## src/rtl/code_logger_if.sv

```systemverilog
// Event logger bus: detector code in, pop/clear controls,
// FIFO head, status flags and per-code counters out.
interface code_logger_if #(
  parameter int CW = 8
);
  logic [1:0]    y;
  logic          clr;
  logic          rd;
  logic [1:0]    code;
  logic          valid;
  logic          full;
  logic          ovf;
  logic [CW-1:0] cnt1;
  logic [CW-1:0] cnt2;
  logic [CW-1:0] cnt3;

  modport master (
    output y, clr, rd,
    input  code, valid, full, ovf,
    input  cnt1, cnt2, cnt3
  );

  modport slave (
    input  y, clr, rd,
    output code, valid, full, ovf,
    output cnt1, cnt2, cnt3
  );
endinterface

```

## src/rtl/code_logger.sv

```systemverilog
// Logs non-zero detector codes: saturating per-code counts
// plus a FWFT FIFO of codes with a sticky overflow flag.
module code_logger #(
  parameter int DEPTH = 4,
  parameter int CW    = 8
) (
  input logic          clk,
  input logic          rst,
  code_logger_if.slave bus
);

  localparam int AW = $clog2(DEPTH);

  logic [1:0]    mem [DEPTH];
  logic [AW:0]   wr_ptr;
  logic [AW:0]   rd_ptr;
  logic          ovf;
  logic [CW-1:0] cnt [3];

  logic          evt;
  logic          empty;
  logic          full;
  logic          pop;
  logic          push;
  logic [2:0]    inc;

  // Occupancy flags from the extra-MSB pointer scheme
  always_comb begin
    empty = (wr_ptr == rd_ptr);
    full  = (wr_ptr[AW] != rd_ptr[AW]) &&
            (wr_ptr[AW-1:0] == rd_ptr[AW-1:0]);
    evt   = (bus.y != 2'b00);
    pop   = bus.rd && !empty;
    push  = evt && (!full || pop);
  end

  // One-hot select of the counter matching the event code
  always_comb begin
    inc = 3'b000;
    unique case (1'b1)
      (bus.y == 2'b01): inc[0] = 1'b1;
      (bus.y == 2'b10): inc[1] = 1'b1;
      (bus.y == 2'b11): inc[2] = 1'b1;
      default: inc = 3'b000;
    endcase
  end

  // FIFO storage, pointers and sticky overflow; clear wins
  always_ff @(posedge clk or posedge rst) begin
    if (rst) begin
      wr_ptr <= '0;
      rd_ptr <= '0;
      ovf    <= 1'b0;
      for (int i = 0; i < DEPTH; i++) mem[i] <= 2'b00;
    end else if (bus.clr) begin
      wr_ptr <= '0;
      rd_ptr <= '0;
      ovf    <= 1'b0;
    end else begin
      if (push) begin
        mem[wr_ptr[AW-1:0]] <= bus.y;
        wr_ptr <= wr_ptr + 1'b1;
      end
      if (pop) rd_ptr <= rd_ptr + 1'b1;
      if (evt && !push) ovf <= 1'b1;
    end
  end

  // Saturating per-code counters; dropped events still count
  always_ff @(posedge clk or posedge rst) begin
    if (rst) begin
      for (int i = 0; i < 3; i++) cnt[i] <= '0;
    end else if (bus.clr) begin
      for (int i = 0; i < 3; i++) cnt[i] <= '0;
    end else begin
      for (int i = 0; i < 3; i++)
        if (inc[i] && cnt[i] != {CW{1'b1}})
          cnt[i] <= cnt[i] + 1'b1;
    end
  end

  // Outputs come only from registered state
  always_comb begin
    bus.code  = empty ? 2'b00 : mem[rd_ptr[AW-1:0]];
    bus.valid = !empty;
    bus.full  = full;
    bus.ovf   = ovf;
    bus.cnt1  = cnt[0];
    bus.cnt2  = cnt[1];
    bus.cnt3  = cnt[2];
  end

endmodule

```

## src/flat_wrapper.sv

```systemverilog
// flat-port wrapper written by rule: the top's interface ports become plain ports
module code_logger_flat 
#(
  parameter int DEPTH = 4,
  parameter int CW    = 8
)
  (clk, rst, bus_y, bus_clr, bus_rd, bus_code, bus_valid, bus_full, bus_ovf, bus_cnt1, bus_cnt2, bus_cnt3);
  code_logger_if #(.CW(CW)) bus_i ();
  input logic clk;
  input logic rst;
  input wire logic [$bits(bus_i.y)-1:0] bus_y;
  input wire logic [$bits(bus_i.clr)-1:0] bus_clr;
  input wire logic [$bits(bus_i.rd)-1:0] bus_rd;
  output wire logic [$bits(bus_i.code)-1:0] bus_code;
  output wire logic [$bits(bus_i.valid)-1:0] bus_valid;
  output wire logic [$bits(bus_i.full)-1:0] bus_full;
  output wire logic [$bits(bus_i.ovf)-1:0] bus_ovf;
  output wire logic [$bits(bus_i.cnt1)-1:0] bus_cnt1;
  output wire logic [$bits(bus_i.cnt2)-1:0] bus_cnt2;
  output wire logic [$bits(bus_i.cnt3)-1:0] bus_cnt3;
  assign bus_i.y = bus_y;
  assign bus_i.clr = bus_clr;
  assign bus_i.rd = bus_rd;
  assign bus_code = bus_i.code;
  assign bus_valid = bus_i.valid;
  assign bus_full = bus_i.full;
  assign bus_ovf = bus_i.ovf;
  assign bus_cnt1 = bus_i.cnt1;
  assign bus_cnt2 = bus_i.cnt2;
  assign bus_cnt3 = bus_i.cnt3;
  code_logger #(.DEPTH(DEPTH), .CW(CW)) u_core (.clk(clk), .rst(rst), .bus(bus_i));
endmodule
```

## config.mk

```make
export PLATFORM = sky130hd
export DESIGN_NAME = code_logger_flat
export DESIGN_NICKNAME = d
export VERILOG_FILES = /design/src/rtl/code_logger_if.sv /design/src/rtl/code_logger.sv /design/src/flat_wrapper.sv
export SDC_FILE = /design/constraint.sdc
export NUM_CORES = 1
export LEC_CHECK = 0
export ABC_CLOCK_PERIOD_IN_PS = 4400
export CAP_MARGIN = 10
export CORE_UTILIZATION = 55
export CTS_CLUSTER_DIAMETER = 120
export DETAILED_ROUTE_END_ITERATION = 12
export PLACE_DENSITY = 0.82
export SLEW_MARGIN = 5
export SYNTH_ARGS = -nofsm -noshare
export SYNTH_HDL_FRONTEND = slang
export SYNTH_SLANG_ARGS = --single-unit
```

## constraint.sdc

```tcl
create_clock -name clk -period 4.4 [get_ports clk]
set_clock_uncertainty 0.15 [all_clocks]
set_input_delay 0.88 -clock clk [delete_from_list [all_inputs] [get_ports clk]]
set_output_delay 0.88 -clock clk [all_outputs]
set_load 0.03 [all_outputs]
```

==> summary.md, run 1 <==
| Metric | Value |
|---|---|
| R2r worst-path depth | `4` |
| Core ar. | `3690 sq um` |
| Terminus of the critical flop-to-flop path | `u_core.mem[3]` |
| Drc violations | `0` |
| Asr flop ratio synth | `100%` |
| Post-Place Setup Slack | `1310 ps` |
| Leading cell type in the layout, fill and taps excluded | `dfrtp_1` |
| Worst-Margin Slew | `648 ps` |
| Yosys reg bits | `39` |
| First-pass GRT wire length | `7.58 mm` |
| Worst-path maximum fanout | `5` |
| # setup viols final | `0` |
| CP Data Arrival Time | `2160 ps` |
| Clk Latency, worst-skew pair | `290 ps` |
| Initial antenna violation count | `0` |
| Setup TNS | `0 ps` |
| Ys Warns | `0` |
| Slew Limit Fails | `0` |
| GRT Max-Usage Layer | `met2` |
| Mapped Area | `2140 sq um` |
| Layout cells sized above 1 | `9.80%` |
| DR iter-0 viols | `107` |
| Die area | `4140 sq um` |
| Initial Util | `57.9%` |
| Global routing usage on met1 | `30.9%` |
| Leak | `0.00112 uW` |
| GRT met3 Usage | `5.54%` |
| Fillers | `301` |
| Top FF cell, synth | `dfrtp_1` |
| Unique masters post-synth | `42` |
| Vias per Instance | `5.73` |
| Htree depth | `2` |
| Worst hold start | `u_core.mem[7]` |
| Max-cap viol count | `0` |
| Minimum clock period after layout | `3190 ps` |
| Fin crit share | `72.6%` |
| Postcts setup bufs | `0` |
| CP Capture Type | `output port` |
| Total length of routed wires | `4.25 mm` |
| Gate Count Post-Synth | `208` |
| Port-buffer cells | `34` |
| Largest net degree at the start of global routing | `40` |
| Syn_nets | `222` |
| RSZ-0062 raised after global routing | `false` |
| Chip Height | `64.3 um` |
| Gpl congestion | `0.854` |
| Max-slew headroom | `56.5%` |
| Clock sink count | `39` |
| DPL Wire Length | `2.91 mm` |
| Worst vdd ir | `0.231 mV` |
| Met2 Use GR | `38.6%` |
| DRT Pass-1 Iters | `4` |
| Most frequent cells in the layout | `39 x dfrtp_1, 34 x clkdlybuf4s50_1, 29 x nor2_1` |
| Root Buffer | `clkbuf_8` |
| Worst r2r src | `u_core.rd_ptr[1]` |
| Die X | `64.3 um` |
| IO Count | `35` |
| Clk buf depth | `2` |
| Tightest hold margin | `350 ps` |
| Layout Nets | `258` |
| DR WL/cell | `14.5 um` |
| Register area share after synthesis | `45.7%` |
| Pwr/cell area | `358 nW/um^2` |
| Ant diodes | `0` |
| Vias in the first global route | `1665` |
| Final WS setup | `1210 ps` |
| Critical path required time | `3370 ps` |
| EDFF count, synth | `0` |
| F_max | `0.313 GHz` |
| Min-delay worst type | `flip-flop to flip-flop` |
| Inserted Clock Buffers | `5` |
| R2R Setup Slk | `2340 ps` |
| Number of antenna-violating nets in the routed design | `0` |
| GRT Util Overall | `23.7%` |
| Post-CTS Hold Fix Bufs | `0` |
| Mean area per synthesized cell | `10.3 sq um` |
| Worst-path clk slew | `80 ps` |
| CP Launch Type | `flip-flop` |
| Congestion Overflow GR | `0` |
| Worst setup path category | `flip-flop to output port` |
| Vias | `1678` |
| Num rows | `22` |
| WHS Path Cells | `1` |
| PostCTS Resize Cnt | `0` |
| Status | `completed` |
| Layout area overhead | `23.1%` |
| CTS tree | `done` |
| Hold Path Sink | `u_core.mem[7]` |
| Final hold vios | `0` |
==> metal layers <==
layer  share of wire (%)  up-vias
met4                 2.3        0
met3                 4.6       10
li1                    -      813
met2                  47       51
met5                   0        -
met1                  46      804
==> worst max-delay path, stage by stage (launching register included) <==
cell and delay, ps:
dfrtp_1 460, xor2_1 420, nor3_1 170, nor2b_1 150, clkdlybuf4s50_1 680
==> metrics by stage <==
step | area (sq um) | cells | total power (uW) | util (%)
detailed placement | 2520 | 285 | 682 | 68.5
finish | 2630 | 293 | 942 | 71.3
CTS | 2630 | 293 | 950 | 71.3
global placement | 2520 | 285 | 677 | 68.5
global route | 2630 | 293 | 994 | 71.3
floorplan | 2140 | 208 | 604 | -
==> flip-flops by register name (all words and copies together) (netlist names) <==
name and cells:
u_core.mem 8, u_core.bus.cnt2 8, u_core.rd_ptr 3, u_core.wr_ptr 3, u_core.bus.cnt1 8, u_core.bus.cnt3 8, u_core.bus.ovf 1
==> power by group <==
| group | internal [uW] | switching (uW) | leakage [uW] | total [uW] |
|---|---|---|---|---|
| Combinational | 115 | 123 | 0.000546 | 238 |
| Clock | 143 | 126 | 0.0000505 | 269 |
| Sequential | 401 | 34.3 | 0.000524 | 435 |
| Total | 659 | 283 | 0.00112 | 942 |
==> kinds of logic after synthesis <==
logic type / synth area share, %
compound gates: 9.67
xor+xnor: 6.50
fa+ha+maj: 4.69
flops: 45.7
simple gates: 19.7
mux: 10.4
buf+inv: 3.34
==> cell usage after synthesis, types with 3 or more instances <==
master | number | share of area, %
nor2b_1 | 4 | 1.2
and3_1 | 3 | 0.88
ha_1 | 8 | 4.7
nand4_1 | 4 | 1.2
nor3b_1 | 3 | 1.1
nor3_1 | 10 | 2.3
mux2_2 | 8 | 4.2
xor2_1 | 10 | 4.1
nor2_1 | 29 | 5.1
nand2_1 | 7 | 1.2
xnor2_1 | 4 | 1.6
nand3_1 | 7 | 1.6
mux2i_1 | 8 | 3.7
nor4_1 | 3 | 0.88
clkbuf_1 | 7 | 1.2
o21ai_0 | 3 | 0.70
dfrtp_1 | 39 | 46
a31oi_1 | 3 | 0.88
a21oi_1 | 6 | 1.4
inv_1 | 12 | 2.1
==> final cells by class <==
cell class / count / area (sq um) / area share, %
inverters: 12 / 45.0 / 1.71
well taps: 48 / 60.1 / 2.28
repair buffers: 36 / 355 / 13.5
multi-input cells: 150 / 1090 / 41.4
clock inverters: 1 / 7.51 / 0.286
clock buffers: 7 / 96.3 / 3.66
flip-flops and latches: 39 / 976 / 37.1
==> how the worst max path moves through the flow <==
stage / start / to / slack, ps / depth (start not counted)
final: u_core.rd_ptr[1] / bus_code[0] / 1210 / 4
after global routing: u_core.wr_ptr[1] / bus_code[0] / 1070 / 4
after global placement: bus_y[0] / u_core.bus.cnt3[5] / 1450 / 5
after floorplan: u_core.wr_ptr[1] / bus_full / 1960 / 2
after CTS: u_core.rd_ptr[1] / bus_code[0] / 1190 / 4
after detailed placement: bus_y[0] / u_core.bus.cnt3[5] / 1310 / 5
Power figures use the tool's default switching activity.
==> run 2, diff against run 1 <==
ABC_CLOCK_PERIOD_IN_PS = 3200   (was 4400)
CORE_UTILIZATION = 53   (was 55)
PLACE_DENSITY = 0.79   (was 0.82)
clock period = 3.2 ns   (was 4.4 ns; I/O delays follow)
==> summary.md, run 2 (synthesized netlist as in run 1, its figures left out) <==
| Metric | Value |
|---|---|
| Status | `completed` |
| Fin crit share | `92.2%` |
| PostCTS Resize Cnt | `0` |
| Psw | `399 uW` |
| Minimum clock period after layout | `2950 ps` |
| Critical Path End | `bus_code[1]` |
| CP Cell Sequence | `mux4_1 -> nor2b_1 -> clkdlybuf4s50_1` |
| Switching share of power | `29.3%` |
| Total length of routed wires | `4.38 mm` |
| Seq. cell area | `976 sq um` |
| Sequential share of power | `44.2%` |
| Initial antenna violation count | `0` |
| Ant diodes | `0` |
| Num rows | `22` |
| Drc violations | `0` |
| R2R Setup Slk | `1050 ps` |
| Vias | `1653` |
| Die X | `65.5 um` |
| Leak | `0.00114 uW` |
| Worst setup path startpoint | `u_core.rd_ptr[0]` |
| CP Capture Type | `output port` |
| Slew Limit Fails | `0` |
| Layout Nets | `259` |
| Gpl congestion | `0.829` |
| Vias per Instance | `5.62` |
| Most frequent cells in the layout | `39 x dfrtp_1, 34 x clkdlybuf4s50_1, 29 x nor2_1` |
| First-pass GRT wire length | `7.46 mm` |
| Worst-path clk slew | `80 ps` |
| Worst setup path category | `flip-flop to output port` |
| Postcts setup bufs | `0` |
| DR iter-0 viols | `82` |
| Post-CTS Hold Fix Bufs | `0` |
| Critical-path top delay cell | `mux4_1` |
| CTS tree | `done` |
| Layout area overhead | `24.1%` |
| Htree depth | `2` |
| Terminus of the critical flop-to-flop path | `u_core.mem[7]` |
| Final hold vios | `0` |
| Clk buf depth | `2` |
| Critical path required time | `2410 ps` |
| CP Data Arrival Time | `2160 ps` |
| Fillers | `292` |
| DPL Wire Length | `2.88 mm` |
| Pwr/cell area | `514 nW/um^2` |
| # setup viols final | `0` |
| Worst-Margin Slew | `627 ps` |
| Core ar. | `3770 sq um` |
| Clk network pwr share | `31.9%` |
| Design area | `2650 sq um` |
| Leading cell type in the layout, fill and taps excluded | `dfrtp_1` |
| DR WL/cell | `14.9 um` |
| Non-Filler Instances | `294` |
| F_max | `0.339 GHz` |
| Initial Util | `56.6%` |
| Vias in the first global route | `1563` |
| Worst vdd ir | `0.286 mV` |
| Die area | `4290 sq um` |
| Setup TNS | `0 ps` |
| Layout cells sized above 1 | `10.2%` |
| Worst hold start | `u_core.mem[6]` |
| CP peak stage delay | `610 ps` |
| Largest net degree at the start of global routing | `40` |
| Congestion Overflow GR | `0` |
| Cell area after placement | `2530 sq um` |
| CP Launch Type | `flip-flop` |
| IO Count | `35` |
| GRT Util Overall | `23.4%` |
| Max-cap viol count | `0` |
| DRT Pass-1 Iters | `4` |
| Comb power frac | `23.9%` |
| Port-buffer cells | `34` |
| R2r worst-path depth | `4` |
| Clk Latency, worst-skew pair | `300 ps` |
| Clock sink count | `39` |
| Max-slew headroom | `57.9%` |
| Worst-path maximum fanout | `5` |
| Min-delay worst type | `flip-flop to flip-flop` |
| Number of antenna-violating nets in the routed design | `0` |
| RSZ-0062 raised after global routing | `false` |
| Worst r2r src | `u_core.wr_ptr[1]` |
| Placed insts | `286` |
| Inserted Clock Buffers | `5` |
| Multi-input gate area | `1090 sq um` |
| Int Power | `962 uW` |
| Chip Height | `65.5 um` |
| Root Buffer | `clkbuf_8` |
run 2: cell types whose count changed in the layout (fill, tap and decap cells not counted):
cell | before | now
buf_4 | 2 | 3
bufinv_16 | 0 | 1
clkbuf_8 | 7 | 6
clkinv_2 | 0 | 1
clkinvlp_4 | 1 | 0
run 2: per-stage QoR:
step	hold WS (ps)	util [%]	setup slack (ps)	power (uW)
2_1_floorplan	322	-	997	831
4_1_cts	355	70.3	240	1370
3_3_place_gp	336	67.2	539	931
6_report	353	70.3	251	1360
5_1_grt	375	70.3	143	1430
3_5_place_dp	339	67.2	417	940
run 2: per-layer routing:
metal / GRT usage, % / part of all wire [%]
met2: 38.5 / 48
met4: 6.52 / 0.80
met3: 6.94 / 3.7
met1: 29.8 / 48
met5: 0 / 0
run 2: worst min-delay path by stage:
| stage | slack, ps | cells after the start | to |
|---|---|---|---|
| after CTS | 360 | 1 | u_core.mem[6] |
| after global routing | 380 | 1 | u_core.mem[3] |
| after floorplan | 320 | 1 | u_core.mem[4] |
| after global placement | 340 | 1 | u_core.mem[6] |
| final | 350 | 1 | u_core.mem[6] |
| after detailed placement | 340 | 1 | u_core.mem[6] |
run 2: power groups by stage:
stage | logic (uW) | clock network (uW) | registers (uW)
2_1_floorplan | 226 | 0 | 605
3_3_place_gp | 321 | 0 | 610
3_5_place_dp | 327 | 0 | 612
4_1_cts | 328 | 437 | 602
5_1_grt | 356 | 465 | 612
6_report | 326 | 435 | 601
run 2: worst max-delay path: cells and delay by family, from the launching register on:
kind	cells	cell delay (ps)
and+or+nand+nor	1	150
DFF	1	510
buffers and inverters	1	590
muxes	1	610
run 2: area by class of cell:
| cell class | count | area share [%] |
|---|---|---|
| Multi-Input combinational cell | 150 | 41.1 |
| Sequential cell | 39 | 36.8 |
| Timing Repair Buffer | 37 | 13.7 |
| Clock buffer | 6 | 3.12 |
| Tap cell | 48 | 2.27 |
| Inverter | 12 | 1.70 |
| Clock inverter | 2 | 1.32 |
